$ cat config.mk
export PLATFORM = sky130hd
export DESIGN_NAME = hf_14a_tag_frame_decoder_flat
export DESIGN_NICKNAME = d
export VERILOG_FILES = /design/src/rtl/hf_14a_tag_frame_decoder_pkg.sv /design/src/rtl/hf_14a_tag_frame_decoder_if.sv /design/src/rtl/hf_14a_halfbit_integrator.sv /design/src/rtl/hf_14a_tag_frame_decoder.sv /design/src/flat_wrapper.sv
export SDC_FILE = /design/constraint.sdc
export NUM_CORES = 1
export LEC_CHECK = 0
export ABC_AREA = 1
export BUFFER_PORTS_ARGS = -buffer_cell sky130_fd_sc_hd__buf_2
export CAP_MARGIN = 20
export CORE_MARGIN = 3
export CORE_UTILIZATION = 59
export DETAILED_ROUTE_END_ITERATION = 10
export GPL_TIMING_DRIVEN = 0
export PLACE_DENSITY = 0.79
export SYNTH_ARGS = -nofsm -noshare
export SYNTH_HDL_FRONTEND = slang
export SYNTH_SLANG_ARGS = --single-unit
$ cat constraint.sdc
create_clock -name ck_1356meg -period 2.35 [get_ports ck_1356meg]
set_input_delay 0.235 -clock ck_1356meg [delete_from_list [all_inputs] [get_ports ck_1356meg]]
set_output_delay 0.235 -clock ck_1356meg [all_outputs]
set_load 0.01 [all_outputs]
$ cat src/rtl/hf_14a_tag_frame_decoder_pkg.sv
// Shared HF definitions: ISO14443-A sequence codes, frame status codes,
// FPGA major-mode constants and the decoder's default parameters.
// Ports: none (package).
package hf_14a_tag_frame_decoder_pkg;

  // Default decoder geometry at 106 kbit/s: one mod sample per 16 carrier
  // clocks, 64 carrier clocks per Manchester half-bit.
  localparam int SAMPLES_PER_HALF_DEF = 4;
  localparam int HALF_THRESH_DEF      = 2;
  localparam int MAX_BYTES_DEF        = 32;

  // HF ISO14443-A major modes as driven by the ARM.
  typedef enum logic [2:0] {
    MODE_SNIFFER       = 3'd0,
    MODE_TAGSIM_LISTEN = 3'd1,
    MODE_TAGSIM_MOD    = 3'd2,
    MODE_READER_LISTEN = 3'd3,
    MODE_READER_MOD    = 3'd4
  } major_mode_e;

  // Tag->reader symbols, encoded as {first half modulated, second half modulated}.
  typedef enum logic [1:0] {
    SEQ_F    = 2'b00,   // no modulation: end of frame
    SEQ_E    = 2'b01,   // logic 0
    SEQ_D    = 2'b10,   // logic 1
    SEQ_COLL = 2'b11    // both halves: two tags disagree
  } seq_e;

  typedef enum logic [1:0] {
    FS_OK       = 2'b00,
    FS_OVERFLOW = 2'b01,
    FS_ABORT    = 2'b10,
    FS_FRAMING  = 2'b11
  } frame_status_e;

  typedef enum logic [2:0] {
    ST_IDLE    = 3'd0,
    ST_SOF_H1  = 3'd1,
    ST_SOF_H2  = 3'd2,
    ST_DATA_H1 = 3'd3,
    ST_DATA_H2 = 3'd4
  } dec_state_e;

  // Data value carried by a symbol; a collision reads as 1.
  function automatic logic seq_bit(input seq_e s);
    return (s == SEQ_D) || (s == SEQ_COLL);
  endfunction

endpackage

$ cat src/rtl/hf_14a_tag_frame_decoder_if.sv
// Bundle between the reader-listen front end and the tag frame decoder.
// master: front end side (drives enable/sample_stb/mod_in, consumes results).
// slave : decoder side (consumes samples, drives frame/byte results).
interface hf_14a_tag_frame_decoder_if;
  logic       enable;
  logic       sample_stb;
  logic       mod_in;
  logic       frame_start;
  logic [7:0] byte_out;
  logic [3:0] byte_nbits;
  logic       byte_valid;
  logic       parity_err;
  logic       coll_seen;
  logic       frame_end;
  logic [1:0] frame_status;
  logic       busy;

  modport master (
    output enable, sample_stb, mod_in,
    input  frame_start, byte_out, byte_nbits, byte_valid, parity_err,
           coll_seen, frame_end, frame_status, busy
  );

  modport slave (
    input  enable, sample_stb, mod_in,
    output frame_start, byte_out, byte_nbits, byte_valid, parity_err,
           coll_seen, frame_end, frame_status, busy
  );
endinterface

$ cat src/rtl/hf_14a_halfbit_integrator.sv
// Counts mod samples over one Manchester half-bit and votes on the result.
// Ports: clk (negedge), reset (sync, active-high), sample_en, phase_rst, mod_in;
//        half_done/half_mod are combinational and valid on the closing sample.
module hf_14a_halfbit_integrator #(
  parameter int SAMPLES_PER_HALF = 4,
  parameter int HALF_THRESH      = 2
) (
  input  logic clk,
  input  logic reset,
  input  logic sample_en,
  input  logic phase_rst,
  input  logic mod_in,
  output logic half_done,
  output logic half_mod
);

  localparam int CW = (SAMPLES_PER_HALF > 1) ? $clog2(SAMPLES_PER_HALF) : 1;
  localparam int AW = $clog2(SAMPLES_PER_HALF + 1);
  localparam logic [CW-1:0] LAST = CW'(SAMPLES_PER_HALF - 1);

  logic [CW-1:0] cnt;
  logic [AW-1:0] acc;
  logic [AW-1:0] acc_next;

  // Include the current sample so the vote is ready on the closing strobe.
  assign acc_next  = acc + AW'(mod_in);
  assign half_done = sample_en && !phase_rst && (cnt == LAST);
  assign half_mod  = (acc_next >= AW'(HALF_THRESH));

  always_ff @(negedge clk) begin
    if (reset) begin
      cnt <= '0;
      acc <= '0;
    end else if (sample_en) begin
      if (phase_rst) begin
        // The triggering sample is sample 0 of a new half.
        cnt <= CW'(1);
        acc <= AW'(mod_in);
      end else if (cnt == LAST) begin
        cnt <= '0;
        acc <= '0;
      end else begin
        cnt <= cnt + CW'(1);
        acc <= acc_next;
      end
    end
  end

endmodule

$ cat src/rtl/hf_14a_tag_frame_decoder.sv
// Decodes ISO14443-A 106 kbit/s tag responses into SOF / byte / EOF events.
// Ports: ck_1356meg (all logic on negedge), reset (sync, active-high),
//        bus (slave): enable/sample_stb/mod_in in; frame and byte results out.
module hf_14a_tag_frame_decoder
  import hf_14a_tag_frame_decoder_pkg::*;
#(
  parameter int SAMPLES_PER_HALF = SAMPLES_PER_HALF_DEF,
  parameter int HALF_THRESH      = HALF_THRESH_DEF,
  parameter int MAX_BYTES        = MAX_BYTES_DEF
) (
  input  logic                        ck_1356meg,
  input  logic                        reset,
  hf_14a_tag_frame_decoder_if.slave   bus
);

  localparam int BCW = $clog2(MAX_BYTES + 1);
  localparam logic [BCW-1:0] BYTE_LIMIT = BCW'(MAX_BYTES);

  logic sample_en;
  logic phase_rst;
  logic half_done;
  logic half_mod;

  dec_state_e    state;
  logic          h1;            // first half of the symbol in flight
  logic [7:0]    data;
  logic [3:0]    bit_cnt;       // 0..7 data bits, 8 = expecting parity
  logic          par_acc;       // XOR of data bits so far
  logic          coll_acc;
  logic [BCW-1:0] byte_cnt;     // full bytes emitted this frame

  // Holds a frame_end that must follow a byte_valid by one cycle.
  logic          end_pend;
  frame_status_e end_pend_status;

  logic          frame_start_q;
  logic [7:0]    byte_out_q;
  logic [3:0]    byte_nbits_q;
  logic          byte_valid_q;
  logic          parity_err_q;
  logic          coll_seen_q;
  logic          frame_end_q;
  frame_status_e frame_status_q;
  logic          busy_q;

  seq_e sym;
  logic sym_bit;
  logic sym_coll;

  assign sample_en = bus.sample_stb && bus.enable;
  assign phase_rst = (state == ST_IDLE) && sample_en && bus.mod_in;

  assign sym      = seq_e'({h1, half_mod});
  assign sym_bit  = seq_bit(sym);
  assign sym_coll = (sym == SEQ_COLL);

  hf_14a_halfbit_integrator #(
    .SAMPLES_PER_HALF (SAMPLES_PER_HALF),
    .HALF_THRESH      (HALF_THRESH)
  ) u_integrator (
    .clk       (ck_1356meg),
    .reset     (reset),
    .sample_en (sample_en),
    .phase_rst (phase_rst),
    .mod_in    (bus.mod_in),
    .half_done (half_done),
    .half_mod  (half_mod)
  );

  always_ff @(negedge ck_1356meg) begin
    if (reset) begin
      state           <= ST_IDLE;
      h1              <= 1'b0;
      data            <= '0;
      bit_cnt         <= '0;
      par_acc         <= 1'b0;
      coll_acc        <= 1'b0;
      byte_cnt        <= '0;
      end_pend        <= 1'b0;
      end_pend_status <= FS_OK;
      frame_start_q   <= 1'b0;
      byte_out_q      <= '0;
      byte_nbits_q    <= '0;
      byte_valid_q    <= 1'b0;
      parity_err_q    <= 1'b0;
      coll_seen_q     <= 1'b0;
      frame_end_q     <= 1'b0;
      frame_status_q  <= FS_OK;
      busy_q          <= 1'b0;
    end else begin
      frame_start_q <= 1'b0;
      byte_valid_q  <= 1'b0;
      frame_end_q   <= 1'b0;

      // A pending end is only ever set on the way to IDLE, so it cannot
      // collide with another result pulse.
      if (end_pend) begin
        frame_end_q    <= 1'b1;
        frame_status_q <= end_pend_status;
        end_pend       <= 1'b0;
        busy_q         <= 1'b0;
      end

      if (state != ST_IDLE && !bus.enable) begin
        // Mode switched away mid-frame: drop any partial byte.
        frame_end_q    <= 1'b1;
        frame_status_q <= FS_ABORT;
        busy_q         <= 1'b0;
        state          <= ST_IDLE;
      end else begin
        case (state)
          ST_IDLE: begin
            if (sample_en && bus.mod_in) begin
              state  <= ST_SOF_H1;
              busy_q <= 1'b1;
            end
          end

          ST_SOF_H1: begin
            if (half_done) begin
              if (half_mod) begin
                state <= ST_SOF_H2;
              end else begin
                // Isolated spike: silently return to hunting.
                state  <= ST_IDLE;
                busy_q <= 1'b0;
              end
            end
          end

          ST_SOF_H2: begin
            if (half_done) begin
              if (!half_mod) begin
                frame_start_q <= 1'b1;
                state         <= ST_DATA_H1;
                data          <= '0;
                bit_cnt       <= '0;
                par_acc       <= 1'b0;
                coll_acc      <= 1'b0;
                byte_cnt      <= '0;
              end else begin
                frame_end_q    <= 1'b1;
                frame_status_q <= FS_FRAMING;
                busy_q         <= 1'b0;
                state          <= ST_IDLE;
              end
            end
          end

          ST_DATA_H1: begin
            if (half_done) begin
              h1    <= half_mod;
              state <= ST_DATA_H2;
            end
          end

          ST_DATA_H2: begin
            if (half_done) begin
              state <= ST_DATA_H1;
              if (sym == SEQ_F) begin
                state <= ST_IDLE;
                if (bit_cnt == 4'd0) begin
                  frame_end_q    <= 1'b1;
                  frame_status_q <= FS_OK;
                  busy_q         <= 1'b0;
                end else begin
                  // Trailing short byte, or a full byte whose parity
                  // never arrived; the end follows next cycle.
                  byte_valid_q    <= 1'b1;
                  byte_out_q      <= data;
                  byte_nbits_q    <= bit_cnt;
                  parity_err_q    <= (bit_cnt == 4'd8);
                  coll_seen_q     <= coll_acc;
                  end_pend        <= 1'b1;
                  end_pend_status <= (bit_cnt == 4'd8) ? FS_FRAMING : FS_OK;
                end
              end else if (byte_cnt == BYTE_LIMIT) begin
                frame_end_q    <= 1'b1;
                frame_status_q <= FS_OVERFLOW;
                busy_q         <= 1'b0;
                state          <= ST_IDLE;
              end else if (bit_cnt == 4'd8) begin
                // Parity bit closes the byte; odd parity over 9 bits is good.
                byte_valid_q <= 1'b1;
                byte_out_q   <= data;
                byte_nbits_q <= 4'd8;
                parity_err_q <= ~(par_acc ^ sym_bit);
                coll_seen_q  <= coll_acc | sym_coll;
                // The limit check above keeps this from passing MAX_BYTES.
                byte_cnt     <= byte_cnt + BCW'(1);
                bit_cnt      <= '0;
                data         <= '0;
                par_acc      <= 1'b0;
                coll_acc     <= 1'b0;
              end else begin
                data[bit_cnt[2:0]] <= sym_bit;
                par_acc            <= par_acc ^ sym_bit;
                coll_acc           <= coll_acc | sym_coll;
                bit_cnt            <= bit_cnt + 4'd1;
              end
            end
          end

          default: state <= ST_IDLE;
        endcase
      end
    end
  end

  assign bus.frame_start  = frame_start_q;
  assign bus.byte_out     = byte_out_q;
  assign bus.byte_nbits   = byte_nbits_q;
  assign bus.byte_valid   = byte_valid_q;
  assign bus.parity_err   = parity_err_q;
  assign bus.coll_seen    = coll_seen_q;
  assign bus.frame_end    = frame_end_q;
  assign bus.frame_status = frame_status_q;
  assign bus.busy         = busy_q;

endmodule
$ cat src/flat_wrapper.sv
// flat-port wrapper written by rule: the top's interface ports become plain ports
module hf_14a_tag_frame_decoder_flat import hf_14a_tag_frame_decoder_pkg::*;
#(
  parameter int SAMPLES_PER_HALF = SAMPLES_PER_HALF_DEF,
  parameter int HALF_THRESH      = HALF_THRESH_DEF,
  parameter int MAX_BYTES        = MAX_BYTES_DEF
)
  (ck_1356meg, reset, bus_enable, bus_sample_stb, bus_mod_in, bus_frame_start, bus_byte_out, bus_byte_nbits, bus_byte_valid, bus_parity_err, bus_coll_seen, bus_frame_end, bus_frame_status, bus_busy);
  hf_14a_tag_frame_decoder_if bus_i ();
  input  logic ck_1356meg;
  input  logic reset;
  input wire logic [$bits(bus_i.enable)-1:0] bus_enable;
  input wire logic [$bits(bus_i.sample_stb)-1:0] bus_sample_stb;
  input wire logic [$bits(bus_i.mod_in)-1:0] bus_mod_in;
  output wire logic [$bits(bus_i.frame_start)-1:0] bus_frame_start;
  output wire logic [$bits(bus_i.byte_out)-1:0] bus_byte_out;
  output wire logic [$bits(bus_i.byte_nbits)-1:0] bus_byte_nbits;
  output wire logic [$bits(bus_i.byte_valid)-1:0] bus_byte_valid;
  output wire logic [$bits(bus_i.parity_err)-1:0] bus_parity_err;
  output wire logic [$bits(bus_i.coll_seen)-1:0] bus_coll_seen;
  output wire logic [$bits(bus_i.frame_end)-1:0] bus_frame_end;
  output wire logic [$bits(bus_i.frame_status)-1:0] bus_frame_status;
  output wire logic [$bits(bus_i.busy)-1:0] bus_busy;
  assign bus_i.enable = bus_enable;
  assign bus_i.sample_stb = bus_sample_stb;
  assign bus_i.mod_in = bus_mod_in;
  assign bus_frame_start = bus_i.frame_start;
  assign bus_byte_out = bus_i.byte_out;
  assign bus_byte_nbits = bus_i.byte_nbits;
  assign bus_byte_valid = bus_i.byte_valid;
  assign bus_parity_err = bus_i.parity_err;
  assign bus_coll_seen = bus_i.coll_seen;
  assign bus_frame_end = bus_i.frame_end;
  assign bus_frame_status = bus_i.frame_status;
  assign bus_busy = bus_i.busy;
  hf_14a_tag_frame_decoder #(.SAMPLES_PER_HALF(SAMPLES_PER_HALF), .HALF_THRESH(HALF_THRESH), .MAX_BYTES(MAX_BYTES)) u_core (.ck_1356meg(ck_1356meg), .reset(reset), .bus(bus_i));
endmodule
# [Yosys cells after proc, flatten, opt, wreduce, memory -nomap -nowiden]
# Cells that the tools add are included.
[classes] n_addsub=4 order_cmp=3 n_eq_ne=20 n_mux=101 bitwise_logic=9 n_reduce_logical=27
[op_table] cell="2-to-1 mux 8 bit" count=10
[op_table] cell="2-to-1 mux 1 bit" count=42
[op_table] cell="2-to-1 mux 4 bit" count=10
[op_table] cell="2-to-1 mux 6 bit" count=6
[op_table] cell="2-to-1 mux 2 bit" count=14
[op_table] cell="2-to-1 mux 3 bit" count=8
[op_table] cell="case mux 8 bit (2 select lines)" count=1
[op_table] cell="case mux 3 bit (5 select lines)" count=1
[op_table] cell="!= test 2 x 1 -> 1 bit (second input constant)" count=6
[op_table] cell="case mux 6 bit (2 select lines)" count=1
[op_table] cell="!= test 2 bit (second input constant)" count=5
[op_table] cell="AND reduction 5 bit" count=2
[op_table] cell="bitwise mux 8 bit" count=1
[op_table] cell="logical AND 1 bit" count=8
[op_table] cell="case mux 4 bit (2 select lines)" count=1
[op_table] cell="AND reduction 8 bit" count=1
[op_table] cell="OR reduction 4 bit" count=2
[op_table] cell="NOT 1 bit" count=7
[op_table] cell="AND reduction 7 bit" count=1
[op_table] cell="adder 6 x 1 -> 6 bit (second input constant)" count=1
[op_table] cell="== test 2 bit (second input constant)" count=3
[op_table] cell="== test 3 x 2 -> 1 bit (second input constant)" count=2
[op_table] cell="== test 6 bit (second input constant)" count=1
[op_table] cell="case mux 1 bit (2 select lines)" count=3
[op_table] cell="25 further kinds" count=27
[totals] ff_bits=52 in_bits=5 out_inout_bits=20 wordCells=185

# [Longest topological paths before layout]
# Gate-level depths: netlist of the first run.
[depth] ltp_word=10 mapped_depth=14 ltp_nobuf=14

# [Hierarchy]
# Synthesis of the first run repeated with hierarchy kept, for this count alone.
[unflattened] hier_cells=403 area_unflattened_um2=2742.6
[by_module_without_submodules] module="hf_14a_tag_frame_decoder" n_inst=1 cells_per_inst=364 area_per_inst_um2=2464.9 seq_area_each_um2=920.9
[by_module_without_submodules] module="hf_14a_halfbit_integrator" n_inst=1 cells_per_inst=39 area_per_inst_um2=277.8 seq_area_each_um2=100.1

==> results.yml, run 1 <==
outcome:
  status: "finished, violations left"
  violations: "negative setup slack"
power_and_ir_drop:
  power_density_nw_per_um2: 550
  power.total_mw: 2.14
  ir_drop_uv: 357
  p_leak_nw: 1.78
sta:
  slew_violations: 0
  rsz0062_at_grt: "yes"
  setup_ws_ns: -0.278
  finalSetupTns_ns: -9.22
  finalSetupViolCount: 40
  tightest_slew_ns: 0.736
  clock_skew_ns: 0.0246
  hold_viol_final: 0
  worst_slew_margin_rel: 0.509
routing:
  drt_wl_total_mm: 8.67
  vias_per_cell: 5.92
  vias: 3217
  wl_per_cell_um: 16.0
  ant_nets: 0
  drcViolationCount: 0
  drtPass1Iterations: 7
  drt_iter0_markers: 367
worst_setup_path:
  worstPathCellList: "buf_8 -> ha_4 -> ha_4 -> inv_2 -> nand2_2 -> nand2_4 -> nand2_4 -> nand2_4 -> nand2_4 -> nor3_4 -> buf_4 -> buf_6 -> nand3_2 -> a21oi_2"
  worstPathArrival_ns: 1.76
  required_ns: 1.48
  reg2reg_depth: 13
  crit_type: "in -> reg"
  rr_endpoint: "u_core.byte_cnt[5]"
  r2r_setup_slack_ns: 0.12
  worstPathMaxFanout: 5
  end_kind: "flip-flop"
  slowest_stage: "nor3_4"
  critPathMaxStageDelay_ns: 0.21
  startpoint_type: "input port"
  cp_common_cell: "nand2_4"
  rr_startpoint: "u_core.bit_cnt[0]"
finish:
  multi_input_area_um2: 1810
  syn2layout_area_growth_pct: 38.2
  n_antenna_cell: 0
  fillers: 215
  fin_nets: 502
  post-route-util: 0.871
  fin_area_um2: 3900
  drive_above_1_share: 0.350
  layout.cells.most_common: "inv_1"
  seqCellArea_um2: 1020
  mostFrequentLayoutCells: "inv_1, nand2_1, dfxtp_1, a21oi_1, nand3_1"
global_routing:
  grt_pass1_vias: 2804
  track_usage: 0.272
  antenna_found_initial: 0
  grt_max_degree: 17
  grt_pass1_wl_mm: 12.0
  grt_overflow_total: 0
yosys:
  synth_edf_count: 0
  syn_nets: 393
  postSynthAreaPerCell_um2: 7.40
  ys_seq_elements: 51
  synth_async_sr_flop_share: 0
  synthCells: 381
  yosysWarningCount: 0
  syn_area_um2: 2820
  ys_seq_area_frac: 0.362
  synthDistinctLibCells: 38
  ys.flop_type: "dfxtp_1"
clock_network:
  cts_tree: "done"
  path_clk_slew_ns: 0.05
  cts_htree_levels: 2
  clock-sinks: 51
  cts_buffers: 5
  postCtsHoldBufs: 0
  clk_path_buf_depth: 2
  cts_root_buffer: "clkbuf_8"
  clk_latency_ns: 0.39
placement:
  postPlaceCellArea_um2: 3070
  dp_hpwl_mm: 4.77
  io_buffer_count: 23
  finalWeightedCongestion: 0.913
floorplan:
  ioPinCount: 25
  fp.dieH_um: 75.1
  die_area_um2: 5650
  fp-row-count: 24
  coreArea_um2: 4470
  die_w_um: 75.1
  initial_core_util: 0.630
worst_hold_path:
  hold_class: "reg -> reg"
  hold_end: "u_core.bus.byte_out[4]"
  hp-start: "u_core.bus.byte_out[4]"
  min_path_cells: 2
flow_run:
  cap_viol_max_count: 0
==> area by class of cell <==
type,instances,area share
Sequential cell,51,0.262
Buffer,15,0.0334
Clock buffer,5,0.0177
Multi-Input combinational cell,274,0.464
Inverter,40,0.0446
Clock inverter,54,0.0610
Tap cell,52,0.0167
Timing Repair Buffer,52,0.100
==> flip-flops by register name, summed over array words and instances, names as in the netlist, 2 cells and up <==
signal / flops
u_core.bit_cnt: 4
u_core.bus.byte_nbits: 4
u_core.bus.byte_out: 8
u_core.bus.frame_status: 2
u_core.byte_cnt: 6
u_core.data: 8
u_core.state: 3
u_core.u_integrator.acc: 3
u_core.u_integrator.cnt: 2
==> cells in the mapped netlist, types with 3 or more instances <==
master	instances	area (um2)
a21oi_1	40	200
a31oi_1	3	18.8
buf_2	3	15.0
buf_6	7	78.8
clkbuf_1	4	15.0
dfxtp_1	51	1020
ha_1	7	87.6
inv_1	29	109
inv_2	7	26.3
inv_4	3	18.8
nand2_1	73	274
nand2_2	11	68.8
nand2_4	5	56.3
nand3_1	34	170
nand4_1	20	125
nor2_1	25	93.8
nor2_2	4	25.0
nor3_1	8	40.0
o211ai_1	3	22.5
o21ai_0	12	60.1
o21ai_1	4	20.0
o21bai_1	6	45.0
xor2_1	3	26.3
==> power by group <==
group	switching, mW	total [mW]	internal (mW)
Clock	0.568	1.00	0.436
Combinational	0.157	0.253	0.0961
Sequential	0.00702	0.889	0.882
==> layer usage <==
layer,vias to the layer above,part of all wire,track usage
met1,1460,0.40,0.349
met4,0,0.030,0.120
met5,-,0,0
met3,43,0.089,0.0988
met2,213,0.48,0.411
li1,1501,-,-
==> stage by stage <==
step / setup WS (ns) / std cells / hold WS, ns
6_report: -0.278 / 543 / 0.452
5_1_grt: -0.356 / 543 / 0.471
4_1_cts: -0.227 / 530 / 0.457
3_5_place_dp: -0.852 / 456 / 0.450
3_3_place_gp: -0.821 / 456 / 0.445
2_1_floorplan: -0.474 / 381 / 0.436
==> logic make-up (layout without fill, tap and decap cells) <==
group / Yosys count / after routing / share of synthesized area
AOI/OAI and AO/OA: 73 / 73 / 0.147
xor gates and xnor gates: 4 / 4 / 0.0124
adders and majority gates: 7 / 7 / 0.0311
buffers and inverters: 56 / 166 / 0.103
DFF: 51 / 51 / 0.362
and+or+nand+nor: 190 / 190 / 0.344
==> critical path, delay by kind of cell <==
family,cells,cell delay [ns]
AO/OA/AOI/OAI,1,0.14
adder cells (fa/ha/maj),2,0.31
buffers and inverters,4,0.43
AND/OR/NAND/NOR,7,0.64
==> worst max-delay path by stage <==
stage               start  depth (start not counted)  slack [ns]                 end
2_1_floorplan  bus_mod_in                         13       -0.47      u_core.data[0]
3_3_place_gp   bus_mod_in                         15       -0.82      u_core.data[5]
3_5_place_dp   bus_mod_in                         15       -0.85      u_core.data[2]
4_1_cts        bus_mod_in                         15       -0.23      u_core.data[5]
5_1_grt        bus_mod_in                         14       -0.36      u_core.data[5]
6_report       bus_mod_in                         14       -0.28  u_core.byte_cnt[5]
==> repair_timing <==
action	CTS	global route
resized for setup	35	50
setup buffers	15	14
pin swaps	18	24
setup endpoints to repair	40	48
gates cloned	1	0
Power figures use the tool's default switching activity.
==> run 2: changes to the inputs <==
--- a/config.mk
+++ b/config.mk
@@ -6,13 +6,13 @@
 export NUM_CORES = 1
 export LEC_CHECK = 0
 export ABC_AREA = 1
-export BUFFER_PORTS_ARGS = -buffer_cell sky130_fd_sc_hd__buf_2
-export CAP_MARGIN = 20
+export CAP_MARGIN = 15
 export CORE_MARGIN = 3
-export CORE_UTILIZATION = 59
+export CORE_UTILIZATION = 68
 export DETAILED_ROUTE_END_ITERATION = 10
+export DONT_BUFFER_PORTS = 1
 export GPL_TIMING_DRIVEN = 0
-export PLACE_DENSITY = 0.79
+export PLACE_DENSITY = 0.84
 export SYNTH_ARGS = -nofsm -noshare
 export SYNTH_HDL_FRONTEND = slang
 export SYNTH_SLANG_ARGS = --single-unit
==> constraint.sdc (replaced) <==
create_clock -name ck_1356meg -period 3.15 [get_ports ck_1356meg]
set_input_delay 0.315 -clock ck_1356meg [delete_from_list [all_inputs] [get_ports ck_1356meg]]
set_output_delay 0.315 -clock ck_1356meg [all_outputs]
set_load 0.01 [all_outputs]
==> run 2 against run 1 <==
The run now ends clean. Core utilization fell by 1.3 points. Register-to-register slack gained 0.88 ns. Worst hold slack gained 0.014 ns. Sequential share of layout area grew 4.9 points. Design area fell by 16%. First-iteration DRC count shrank 27%. Non-clock buffer count shrank 49. Critical path type unchanged. Largest power group unchanged.
==> results.yml, run 2 (synthesis results as in run 1) <==
worst_setup_path:
  worstPathArrival_ns: 1.75
  cp_common_cell: "ha_4"
  slowest_stage: "ha_4"
  required_ns: 1.81
  worstPathMaxFanout: 10
  worstPathCellList: "ha_4 -> ha_4 -> inv_2 -> nand3_4 -> nand3_1 -> nand2_2 -> nand2_4 -> buf_6 -> o21ai_1 -> a21oi_1"
  critPathTopFamily: "simple AND/OR/NAND/NOR gates"
  cp_num_buf_inv: 2
  critPathMaxStageDelay_ns: 0.27
  startpoint_type: "input port"
  reg2reg_depth: 15
  cp_num_cells: 10
  crit_type: "in -> reg"
  end_kind: "flip-flop"
global_routing:
  antenna_found_initial: 0
  grt_pass1_wl_mm: 11.8
  grt_pass1_vias: 2713
  track_usage: 0.291
  grt_max_degree: 16
  grt_overflow_total: 0
finish:
  fillers: 228
  multi_input_area_um2: 1580
  mostFrequentLayoutCells: "inv_1, nand2_1, dfxtp_1, a21oi_1, nand3_1"
  final-instance-count-excl-fill: 490
  post-route-util: 0.859
  fin_area_um2: 3290
  n_antenna_cell: 0
  syn2layout_area_growth_pct: 16.5
  drive_above_1_share: 0.167
  seqCellArea_um2: 1020
  fin_nets: 453
  layout.cells.most_common: "inv_1"
clock_network:
  clk_path_buf_depth: 2
  postCtsHoldBufs: 0
  clock-sinks: 51
  clk_latency_ns: 0.38
  cts_buffers: 5
  path_clk_slew_ns: 0.04
  cts_htree_levels: 2
  cts_root_buffer: "clkbuf_8"
  cts_tree: "done"
placement:
  io_buffer_count: 0
  dp_hpwl_mm: 4.69
  postPlaceCellArea_um2: 2940
  finalWeightedCongestion: 0.901
  place_inst: 429
  dpl_worst_slack_ns: -0.384
sta:
  hold_viol_final: 0
  whs_ns: 0.467
  finalSetupTns_ns: 0
  tightest_slew_ns: 0.644
  clock_skew_ns: 0.0134
  rsz0062_at_grt: "yes"
  finalSetupViolCount: 0
  setup_ws_ns: 0.0541
  worst_slew_margin_rel: 0.569
  slew_violations: 0
power_and_ir_drop:
  p_leak_nw: 1.49
  power.total_mw: 1.53
  power_density_nw_per_um2: 465
  ir_drop_uv: 417
floorplan:
  coreArea_um2: 3830
  ioPinCount: 25
  fp-row-count: 22
  die_w_um: 70.4
  die_area_um2: 4960
  initial_core_util: 0.737
  fp.dieH_um: 70.4
routing:
  vias_per_cell: 5.88
  drcViolationCount: 0
  ant_nets: 0
  vias: 2879
  drtPass1Iterations: 5
  drt_iter0_markers: 269
  wl_per_cell_um: 14.7
  drt_wl_total_mm: 7.20
worst_hold_path:
  min_path_cells: 2
  hold_class: "reg -> reg"
flow_run:
  cap_viol_max_count: 0
outcome:
  status: "completed"
-- run 2: per-layer routing --
layer  part of all wire  wire length (um)  GRT usage  vias up
met2               0.47              3400      0.460      149
met5                  0                 0          0        -
met4              0.018               128      0.109        0
li1                   -                 -          -     1401
met3              0.079               571     0.0878       17
met1               0.43              3100      0.373     1312
-- run 2: layout make-up --
| type | count | area share |
|---|---|---|
| inverter | 40 | 0.0522 |
| multi-input combinational | 274 | 0.481 |
| timing repair buffer | 3 | 0.00800 |
| clock buffer | 5 | 0.0209 |
| sequential | 51 | 0.311 |
| tap | 48 | 0.0183 |
| buffer | 15 | 0.0377 |
| clock inverter | 54 | 0.0712 |
-- run 2: final timing paths --
path,start,end,slack [ns]
setup reg to reg,u_core.bit_cnt[0],u_core.data[5],1.00
setup / recovery,bus_mod_in,u_core.data[0],0.05
hold / removal,u_core.u_integrator.cnt[1],u_core.u_integrator.cnt[1],0.47
hold reg to reg,u_core.u_integrator.cnt[1],u_core.u_integrator.cnt[1],0.47
-- run 2: timing repair --
item	4_1_cts	5_1_grt
resized for setup	0	5
buffers inserted	0	3
endpoints found under the setup margin	0	22
-- run 2: power by group --
group / internal [mW] / switching (mW)
Sequential: 0.658 / 0.00717
Clock: 0.320 / 0.400
Combinational: 0.0485 / 0.0936
Total: 1.03 / 0.501
-- run 2: worst min-delay path, stage by stage, from the launching register on --
cell and delay, ns:
dfxtp_1 0.30, nand2_1 0.06, a21oi_1 0.06
==> run 3: changes to the inputs <==
--- a/config.mk
+++ b/config.mk
@@ -13,6 +13,7 @@
 export DONT_BUFFER_PORTS = 1
 export GPL_TIMING_DRIVEN = 0
 export PLACE_DENSITY = 0.84
+export REMOVE_ABC_BUFFERS = 1
 export SYNTH_ARGS = -nofsm -noshare
 export SYNTH_HDL_FRONTEND = slang
 export SYNTH_SLANG_ARGS = --single-unit
==> run 3 against run 2 <==
Worst setup slack worse by 0.021 ns. Core utilization grew 0.20 points. Die area is the same. Worst hold slack gained 0.014 ns. Via count up 4.0%. Final cell count shrank 0.41%. Clock power shrank 8.5%. Clock-buffer cell count did not move. Sequential power rose by 0.9%. Clock skew grew 0.034 ns. Critical path depth increased by 3. Register-to-register slack got worse by 0.04 ns.
==> results.yml, run 3 (synthesis results as in run 1) <==
outcome:
  status: "completed"
worst_setup_path:
  rr_startpoint: "u_core.bit_cnt[0]"
  crit_start: "bus_mod_in"
  end_kind: "flip-flop"
  cp_common_cell: "nand2_2"
  startpoint_type: "input port"
  r2r_setup_slack_ns: 0.96
  worstPathMaxFanout: 6
  required_ns: 1.87
  critPathMaxStageDelay_ns: 0.20
  rr_endpoint: "u_core.byte_cnt[4]"
  worstPathCellList: "ha_2 -> ha_4 -> inv_2 -> nand2_2 -> nand2_2 -> nand2_2 -> nand2_2 -> nand2_2 -> nor2_4 -> nand2_4 -> inv_4 -> nand3_1 -> a21oi_1"
  worstPathArrival_ns: 1.84
  cp_num_buf_inv: 2
  critPathTopFamily: "simple AND/OR/NAND/NOR gates"
  reg2reg_depth: 12
  crit_type: "in -> reg"
  slowest_stage: "nor2_4"
sta:
  tightest_slew_ns: 0.606
  hold_viol_final: 0
  clock_skew_ns: 0.0470
  slew_violations: 0
  finalSetupViolCount: 0
  setup_ws_ns: 0.0328
  finalSetupTns_ns: 0
  worst_slew_margin_rel: 0.594
global_routing:
  grt_pass1_wl_mm: 12.1
  grt_overflow_total: 0
  grt_pass1_vias: 2811
  grt_max_degree: 34
  antenna_found_initial: 0
  track_usage: 0.299
clock_network:
  cts_tree: "done"
  cts_buffers: 5
  postCtsHoldBufs: 0
  clk_path_buf_depth: 2
  clk_latency_ns: 0.41
  clock-sinks: 51
  cts_htree_levels: 2
  path_clk_slew_ns: 0.06
  cts_root_buffer: "clkbuf_8"
power_and_ir_drop:
  ir_drop_uv: 400
  p_leak_nw: 1.46
  power.total_mw: 1.45
  power_density_nw_per_um2: 441
routing:
  ant_nets: 0
  drt_iter0_markers: 452
  drt_wl_total_mm: 7.94
  drcViolationCount: 0
  wl_per_cell_um: 16.3
  drtPass1Iterations: 7
  vias: 2993
  vias_per_cell: 6.13
floorplan:
  die_area_um2: 4960
  ioPinCount: 25
  die_w_um: 70.4
  initial_core_util: 0.737
  fp.dieH_um: 70.4
  fp-row-count: 22
  coreArea_um2: 3830
finish:
  fin_nets: 452
  mostFrequentLayoutCells: "inv_1, nand2_1, dfxtp_1, a21oi_1, nand3_1"
  n_antenna_cell: 0
  drive_above_1_share: 0.182
  layout.cells.most_common: "inv_1"
  fin_area_um2: 3290
  syn2layout_area_growth_pct: 16.8
  post-route-util: 0.861
placement:
  dp_hpwl_mm: 4.24
  postPlaceCellArea_um2: 2760
  io_buffer_count: 0
  finalWeightedCongestion: 0.920
  dpl_worst_slack_ns: -0.741
worst_hold_path:
  hold_class: "reg -> reg"
  min_path_cells: 2
  hp-start: "u_core.data[4]"
  hold_end: "u_core.bus.byte_out[4]"
flow_run:
  cap_viol_max_count: 0
==> run 3: cell count changes in the layout (fill, tap and decap cells not counted), moves of 2 or more <==
| cell | previous run | this run |
|---|---|---|
| clkbuf_1 | 4 | 0 |
| buf_2 | 3 | 0 |
| buf_4 | 2 | 10 |
| nand2_2 | 13 | 16 |
| inv_4 | 3 | 5 |
| buf_12 | 0 | 2 |
| buf_6 | 8 | 1 |
==> run 3: final cells by class <==
class                   count  area [um2]
multi-input cells         277        1620
flip-flops and latches     51        1020
fillers                   221         533
clock inverters            53         201
inverters                  40         171
repair buffers             14         151
clock buffers               5        68.8
well taps                  48        60.1
==> run 3: power by group <==
| group | total, mW | switching (mW) | internal, mW |
|---|---|---|---|
| registers | 0.672 | 0.0142 | 0.658 |
| clock network | 0.660 | 0.424 | 0.236 |
| logic | 0.121 | 0.0775 | 0.0435 |
| total | 1.45 | 0.516 | 0.937 |
==> run 3: worst max-delay path by stage <==
stage / end / cells past startpoint
floorplan: u_core.bus.parity_err / 9
CTS: u_core.bit_cnt[2] / 14
finish: u_core.bit_cnt[1] / 13
global placement: u_core.bus.parity_err / 9
global route: u_core.data[4] / 14
detailed placement: u_core.bus.byte_out[2] / 9
==> run 3: stage by stage <==
stage	hold slack [ns]	std cells
after floorplan	0.434	366
final	0.480	488
after CTS	0.470	481
after global placement	0.443	414
after global routing	0.481	488
after detailed placement	0.455	414
==> run 3: timing repair <==
item,4_1_cts,5_1_grt
setup buffers,7,6
pin swaps,5,14
endpoints found under the hold margin,0,0
gates resized for setup,11,15
gates cloned,3,1
setup endpoints to repair,35,35
==> run 3: tightest hold or removal path: cells and delay by family (launching register included) <==
family / cells / cell delay, ns
compound gates: 1 / 0.07
flops: 1 / 0.31
simple gates: 1 / 0.08
==> run 3: per-layer routing <==
metal / wire length (um) / GRT usage / up-vias
li1: - / - / 1406
met1: 3050 / 0.360 / 1355
met2: 3910 / 0.478 / 191
met3: 731 / 0.0878 / 41
met4: 247 / 0.160 / 0
met5: 0 / 0 / -
